`config.mk`:
```
export PLATFORM = sky130hd
export DESIGN_NAME = flag_stack_unit
export DESIGN_NICKNAME = d
export VERILOG_FILES = /design/src/rtl/cpu_flags_pkg.sv /design/src/rtl/flag_lifo.sv /design/src/rtl/flag_stack_unit.sv
export SDC_FILE = /design/constraint.sdc
export NUM_CORES = 1
export LEC_CHECK = 0
export ABC_CLOCK_PERIOD_IN_PS = 2500
export CORE_UTILIZATION = 47
export DETAILED_ROUTE_END_ITERATION = 6
export PLACE_DENSITY = 0.78
export RECOVER_POWER = 100
export SLEW_MARGIN = 20
export SYNTH_ARGS = -nofsm -noshare
export SYNTH_HDL_FRONTEND = slang
export SYNTH_SLANG_ARGS = --single-unit
```
`constraint.sdc`:
```
create_clock -name CLK -period 2.5 [get_ports CLK]
set_input_delay 0.625 -clock CLK [delete_from_list [all_inputs] [get_ports CLK]]
set_output_delay 0.625 -clock CLK [all_outputs]
set_load 0.05 [all_outputs]
```
`src/rtl/cpu_flags_pkg.sv`:
```
// Shared flag-bit positions and sizing helper for the CPU flag logic.
package cpu_flags_pkg;

  localparam int FLAG_D = 4;
  localparam int FLAG_C = 3;
  localparam int FLAG_O = 2;
  localparam int FLAG_N = 1;
  localparam int FLAG_Z = 0;

  // Width needed to count 0..depth occupied slots inclusive.
  function automatic int level_width(input int depth);
    return $clog2(depth + 1);
  endfunction

endpackage

```
`src/rtl/flag_lifo.sv`:
```
// DEPTH x NFLAGS save stack with an occupancy counter; slot data is not reset.
module flag_lifo
  import cpu_flags_pkg::*;
#(
  parameter int NFLAGS = 5,
  parameter int DEPTH  = 4
) (
  input  logic                          clk_i,
  input  logic                          rst_i,
  input  logic                          push_i,
  input  logic                          pop_i,
  input  logic [NFLAGS-1:0]             wdata_i,
  output logic [NFLAGS-1:0]             rdata_o,
  output logic [level_width(DEPTH)-1:0] level_o,
  output logic                          full_o,
  output logic                          empty_o
);

  localparam int LW = level_width(DEPTH);
  localparam int AW = $clog2(DEPTH);

  logic [NFLAGS-1:0] mem_q [DEPTH];
  logic [LW-1:0]     level_q, level_d;
  logic [AW-1:0]     wr_idx, rd_idx;
  logic              do_push, do_pop;

  assign full_o  = (level_q == LW'(DEPTH));
  assign empty_o = (level_q == '0);
  assign level_o = level_q;

  // Guarded locally as well so the counter can never leave 0..DEPTH.
  assign do_push = push_i && !pop_i && !full_o;
  assign do_pop  = pop_i && !push_i && !empty_o;

  assign wr_idx  = AW'(level_q);
  assign rd_idx  = AW'(level_q - LW'(1));
  assign rdata_o = mem_q[rd_idx];

  always_comb begin
    level_d = level_q;
    if (do_push) begin
      level_d = level_q + LW'(1);
    end else if (do_pop) begin
      level_d = level_q - LW'(1);
    end
  end

  always_ff @(posedge clk_i) begin
    if (rst_i) begin
      level_q <= '0;
    end else begin
      level_q <= level_d;
    end
  end

  always_ff @(posedge clk_i) begin
    if (do_push) begin
      mem_q[wr_idx] <= wdata_i;
    end
  end

endmodule

```
`src/rtl/flag_stack_unit.sv`:
```
// CPU flag register with per-bit clear/set/write priority and an interrupt save stack.
module flag_stack_unit
  import cpu_flags_pkg::*;
#(
  parameter int NFLAGS = 5,
  parameter int DEPTH  = 4
) (
  input  logic                          CLK,
  input  logic                          RESET,
  input  logic [NFLAGS-1:0]             FLAGS,
  input  logic [NFLAGS-1:0]             FWE,
  input  logic [NFLAGS-1:0]             FSET,
  input  logic [NFLAGS-1:0]             FCLR,
  input  logic                          PUSH,
  input  logic                          POP,
  output logic [NFLAGS-1:0]             FOUT,
  output logic [level_width(DEPTH)-1:0] LEVEL,
  output logic                          FULL,
  output logic                          EMPTY,
  output logic                          ERR
);

  logic [NFLAGS-1:0] flags_q, flags_d;
  logic [NFLAGS-1:0] top_data;
  logic              err_q, err_d;
  logic              push_ok, pop_ok, err_event;

  assign push_ok   = PUSH && !POP && !FULL;
  assign pop_ok    = POP && !PUSH && !EMPTY;
  assign err_event = (PUSH && POP) || (PUSH && FULL) || (POP && EMPTY);

  flag_lifo #(
    .NFLAGS (NFLAGS),
    .DEPTH  (DEPTH)
  ) u_lifo (
    .clk_i   (CLK),
    .rst_i   (RESET),
    .push_i  (push_ok),
    .pop_i   (pop_ok),
    .wdata_i (flags_q),
    .rdata_o (top_data),
    .level_o (LEVEL),
    .full_o  (FULL),
    .empty_o (EMPTY)
  );

  // A restore overrides every per-bit update; otherwise clear beats set beats write.
  always_comb begin
    flags_d = flags_q;
    if (pop_ok) begin
      flags_d = top_data;
    end else begin
      for (int i = 0; i < NFLAGS; i++) begin
        if (FCLR[i]) begin
          flags_d[i] = 1'b0;
        end else if (FSET[i]) begin
          flags_d[i] = 1'b1;
        end else if (FWE[i]) begin
          flags_d[i] = FLAGS[i];
        end
      end
    end
  end

  assign err_d = err_q | err_event;

  always_ff @(posedge CLK) begin
    if (RESET) begin
      flags_q <= '0;
      err_q   <= 1'b0;
    end else begin
      flags_q <= flags_d;
      err_q   <= err_d;
    end
  end

  assign FOUT = flags_q;
  assign ERR  = err_q;

endmodule

```
==> After elaboration in Yosys (flattened, before gate mapping) <==
Memory sizes are Yosys's and may differ from the RTL's.
Cells that the tools add are included.
{ "totals": {"ff_bits": 9, "ramBits": 20, "in_bits": 24, "output_inout_bits": 11, "elab_cells": 58, "memories": 1} }
{ "op_classes": {"add_sub_neg": 2, "n_eq_ne": 1, "mux": 20, "bitwise_logic": 1, "n_reduce_logical": 26} }
{ "mem_list": {"columns": ["memory", "words", "word_bits", "rd", "rd_clocked_by_memory_dff", "wr", "line_no", "rtl"], "rows": [
  ["u_lifo.mem_q", 4, 5, 1, 0, 1, "flag_lifo.sv:22", "logic [NFLAGS-1:0] mem_q [DEPTH];"]
]} }
{ "ops": {"columns": ["op", "n"], "rows": [
  ["$reduce_bool A4 Y1", 5],
  ["$mux W1", 17],
  ["$logic_and A1 B1 Y1", 11],
  ["$logic_not A1 Y1", 6],
  ["$mux W3", 2],
  ["$mux W5", 1],
  ["$add A3 B1 Y3 const B", 1],
  ["$eq A3 B3 Y1 const B", 1],
  ["$logic_not A3 Y1", 1],
  ["$sub A3 B1 Y3 const B", 1],
  ["$logic_or A1 B1 Y1", 2],
  ["$reduce_bool A2 Y1", 1],
  ["$or A1 B1 Y1", 1]
]} }

==> Longest topological paths before layout <==
Gate-level depths: netlist (run 1).
{ "logic_depth": {"depth_word": 8, "mapped_depth": 7, "mapped_depth_nobuf": 6} }

==> Cells and area by module <==
Synthesis (run 1) repeated with hierarchy kept, for this count alone.
{ "unflattened": {"cells_unflattened": 92, "area_unflattened_um2": 1377.6} }
{ "by_module_without_submodules": {"columns": ["module", "n_inst", "cells_per_inst", "area_per_inst_um2", "seq_area_each_um2"], "rows": [
  ["flag_lifo", 1, 58, 1018.5, 660.6],
  ["flag_stack_unit", 1, 34, 359.1, 120.1]
]} }

==> Worst setup path before layout (run 1) <==
Ideal clock, no wire load.
{ "synth_timing": {"path_type": "reg2reg", "startpoint": "register u_lifo.level_q[0], in the netlist u_lifo.level_o[0]", "endpoint": "register u_lifo.level_q[2], in the netlist u_lifo.level_o[2]", "setup_time_ns": 0.123, "arrival_ns": 2.509, "required_ns": 2.377, "path_slack_ns": -0.132, "path_stages_with_launch": 8, "n_path_buf": 1, "synth_period_minus_slack_ns": 2.632, "cell_sequence": "dfxtp_1 > buf_2 > inv_1 > ha_1 > nor2b_1 > nor3b_2 > a22oi_1 > mux2_1"} }
{ "synth_via": {"elab_chain_len": 7, "elab_cells_between_ends": 17, "cone_classes": "add/sub (2); eq/ne (1); mux (2); reduce/logical (12)"} }
{ "synth_rtl": {"columns": ["element", "line_no", "rtl"], "rows": [
  ["start: declaration", "flag_lifo.sv:23", "logic [LW-1:0] level_q, level_d;"],
  ["start signal: assignment", "flag_lifo.sv:52", "level_q <= level_d;"],
  ["$logic_not A3 Y1 *", "flag_lifo.sv:28", "assign empty_o = (level_q == '0);"],
  ["via EMPTY", "flag_stack_unit.sv:19", "output logic EMPTY,"],
  ["$logic_not A1 Y1 *", "flag_lifo.sv:33, flag_stack_unit.sv:29", null],
  ["$logic_and A1 B1 Y1", "flag_stack_unit.sv:29", "assign pop_ok = POP && !PUSH && !EMPTY;"],
  ["$logic_not A1 Y1", "flag_lifo.sv:32", "assign do_push = push_i && !pop_i && !full_o;"],
  ["$logic_and A1 B1 Y1 (2 in a row)", "flag_lifo.sv:32", null],
  ["$mux W3 or $reduce_bool A2 Y1 (tied branches)", null, null]
]} }
Mark *: on every way through the listed nets, which the timed path passes. The rest lies on a longest branch. The select of a mux whose other input is x is not followed.
A chain may end at the register's enable or synchronous reset.

==> Worst setup path after layout (run 1) <==
{ "layout_timing": {"startpoint": "register flags_q[1], in the netlist FOUT[1]", "endpoint": "output FOUT[1]"} }
{ "layout_rtl": {"columns": ["element", "line_no", "rtl"], "rows": [
  ["start: declaration", "flag_stack_unit.sv:23", "logic [NFLAGS-1:0] flags_q, flags_d;"],
  ["start signal: assignment", "flag_stack_unit.sv:72", "flags_q <= flags_d;"],
  ["end: declaration", "flag_stack_unit.sv:16", "output logic [NFLAGS-1:0] FOUT,"]
]} }
No word-level cell between the ends.

==> results of run 1 <==
## worst register-to-register path, stage by stage, from the launching register on
cell and delay, ns:
dfxtp_1 0.42, inv_1 0.11, ha_1 0.24, and2_0 0.22, nor3b_2 0.42, and2_0 0.40
## flip-flops by register name, indices dropped and copies added (netlist names)
signal          cells
u_lifo.mem_q       20
FOUT                5
u_lifo.level_o      3
ERR                 1
## final cells by class
type / count / share of cell area, %
Sequential cell: 29 / 46.43
Clock buffer: 5 / 2.232
Tap cell: 30 / 2.232
Clock inverter: 3 / 0.7440
Timing Repair Buffer: 35 / 20.09
Inverter: 2 / 0.4464
Multi-Input combinational cell: 53 / 27.83
## placed cells by master (no fill, tap or decap), drive strengths merged, types with 2 or more instances in the layout
| cell type | n |
|---|---|
| clkdlybuf4s50 | 23 |
| edfxtp | 20 |
| dfxtp | 9 |
| dlygate4sd3 | 9 |
| nor2b | 7 |
| nor2 | 7 |
| clkbuf | 7 |
| and2 | 5 |
| a211oi | 5 |
| mux4 | 5 |
| a22o | 5 |
| ha | 5 |
| a21oi | 3 |
| clkinv | 3 |
| inv | 2 |
| nor3b | 2 |
| o21ai | 2 |
## metrics by stage
stage               instances  total power, mW  area, um^2  setup WS, ns
finish                    157            1.082        1682        0.1885
global placement          149           0.8356        1648        0.3717
CTS                       157            1.106        1698        0.2073
global route              157            1.128        1682        0.1324
floorplan                  86           0.7373        1276       0.09052
detailed placement        149           0.8445        1648        0.3275
## cells by family after synthesis
logic type / count (synthesis) / synth area share, %
DFF: 29 / 61.30
and+or+nand+nor: 24 / 12.38
muxes: 7 / 10.51
adders and majority gates: 5 / 4.912
buffers and inverters: 4 / 1.277
AOI/OAI and AO/OA: 17 / 9.627
## worst min-delay path by stage
stage,start,endpoint,slack [ns],cells past startpoint
5_1_grt,ERR,ERR,0.55,2
2_1_floorplan,u_lifo.mem_q[1][0],FOUT[0],0.64,2
6_report,ERR,ERR,0.53,2
3_5_place_dp,ERR,ERR,0.51,2
3_3_place_gp,ERR,ERR,0.51,2
4_1_cts,ERR,ERR,0.53,2
## routing by layer
metal	wire [um]	track usage, %
met3	131	8.192
met2	1335	35.19
met5	0	0
met1	1133	24.73
met4	46	8.547
## power groups by stage
stage          clock [mW]  combinational [mW]  sequential [mW]
2_1_floorplan           0               0.120            0.617
3_3_place_gp            0               0.261            0.574
3_5_place_dp            0               0.268            0.576
4_1_cts             0.272               0.269            0.565
5_1_grt             0.286               0.274            0.568
6_report            0.263               0.255            0.564
==> impl_results.md, run 1 <==
* CP max FO at 6
* NetSw at approximately 330 uW
* Post-layout nets at 155
* Syn Nets at approximately 120
* Relative slew slack at between 60% and 70%
* Switching Fraction at between 30% and 40%
* Final wirelength at 2646 um
* Final setup violation count at 0
* Final Hold Slack at 0.5276 ns
* Sequential share of the synthesized area at approximately 60%
* Max-Cap Viols at 0
* Clock power share at 24.3%
* Warnings, synthesis at 0
* CP required at 1.88 ns
* CTS tree: yes
* Post-synthesis register bit count at 29
* Ant. Diodes at 0
* Sink Count at 29
* Global-route wire length before repair at around 4000 um
* I/O pin count at 35
* Worst Hold Class: flip-flop to flip-flop
* Worst r2r src: u_lifo.level_o[0]
* Part of the cycle the worst path needs at between 90% and 100%
* Worst Setup EP: FOUT[1]
* Initial DRC count at 14
* Post-synth ARST share at 0%
* Post-cts resize count at 0
* Internal at 754.6 uW
* Initial DRT Pass Iterations at 4
* Synth top cells by count: 20 x edfxtp_1, 9 x dfxtp_1, 7 x nor2_1, 7 x nor2b_1
* Crit. path cell count at 1
* Core Area at roughly 2500 um^2
* Worst Setup SP: FOUT[1]
* Die Area at ~3000 um^2
* Mapped Cells at 86
* Placer Congestion at a little over 0.7
* Synth Flop Type: edfxtp_1
* Status: completed
* Final hold violations at 0
* Finished Core Util at between 60% and 70%
* Pwr dens at between 600 and 700 nW/um^2
* Via Count at between 800 and 900
* CP peak stage delay at approximately 0.91 ns
* Routed vias/inst at between 5 and 6
* Combinational power share at 23.6%
* Max Freq at 0.4326 GHz
* Distinct cells, synth at 24
* Synth area leaders: edfxtp_1 47%, dfxtp_1 14%, mux4_2 8.8%
* Worst reg2reg endpoint: u_lifo.mem_q[2][4]
* Vias in the first global route at ~850
* Post-route ant nets at 0
* WP buf/inv at 1
* Post-synth EDFFs at 20
* Min Clock Period, post-route at 2.312 ns
* CP startpoint kind: flip-flop
* Grt total ovfl at 0
* Post-synth top area share at between 40% and 50%
* Netlist area before placement at 1274 um^2
* Port bufs at 34
* Area leader, netlist: edfxtp_1
* Inserted Clock Buffers at 5
* Avg Synthesized Cell Area at 14.81 um^2
* H-tree depth at 2
* Multi-input logic area at between 400 and 500 um^2
* Worst vdd ir at between 400 and 500 uV
* RSZ-0062 raised after global routing: no
* Share of cells above drive strength 1 at 12.60%
* CP Cell Sequence: dlygate4sd3_1
* Pleak at around 0.63 nW
* Post-CTS Hold Buffers at 0
* Clock latency on the worst-skew pair at between 0.3 and 0.4 ns
* Post-CTS setup buffer count at 0
* Worst path top cell family by delay: buffers and inverters
* Initial cell density of the core at 50.50%
* Fin. max-slew vios at 0
* GRT Util Overall at 21.28%
* Rows at 18
* Longest Clk Path Bufs at 2
* FF+latch area at slightly below 800 um^2
* Flop pwr share at between 50% and 60%
* Slowest cell on the critical path: dlygate4sd3_1
* Worst Reg2Reg Path Length in Cells at 5
* Antenna violations before repair at 0
* Reg clk slew, reported paths at 0.09 ns
* Critical Path AT at approximately 1.7 ns
* Clk_skew at 0.003219 ns
* Die Wd at about 54 um
* Root Buffer Master: clkbuf_4
* Largest net degree at the start of global routing at 10
* Setup crit end kind: output port
* Wire per inst at about 17 um
* Fill cells at just over 200
* Drc violations at 0
* Worst reg2reg setup slack at around 0.37 ns
* Total negative slack at 0 ns
* Least-Margin Pin Slew at about 0.5 ns
* Die H at between 50 and 60 um
* Setup CP Type: flip-flop to output port
* Area growth, synth to finish at 32.02%
* Top-count cell post-synth: edfxtp_1
Note: power is estimated with default switching activity, not from simulation.
==> inputs of run 2 (changes only) <==
Settings changed: SKIP_CTS_REPAIR_TIMING from default to 1.
==> results of run 2 <==
Final layout, timing and power as in run 1 (identical DEF).
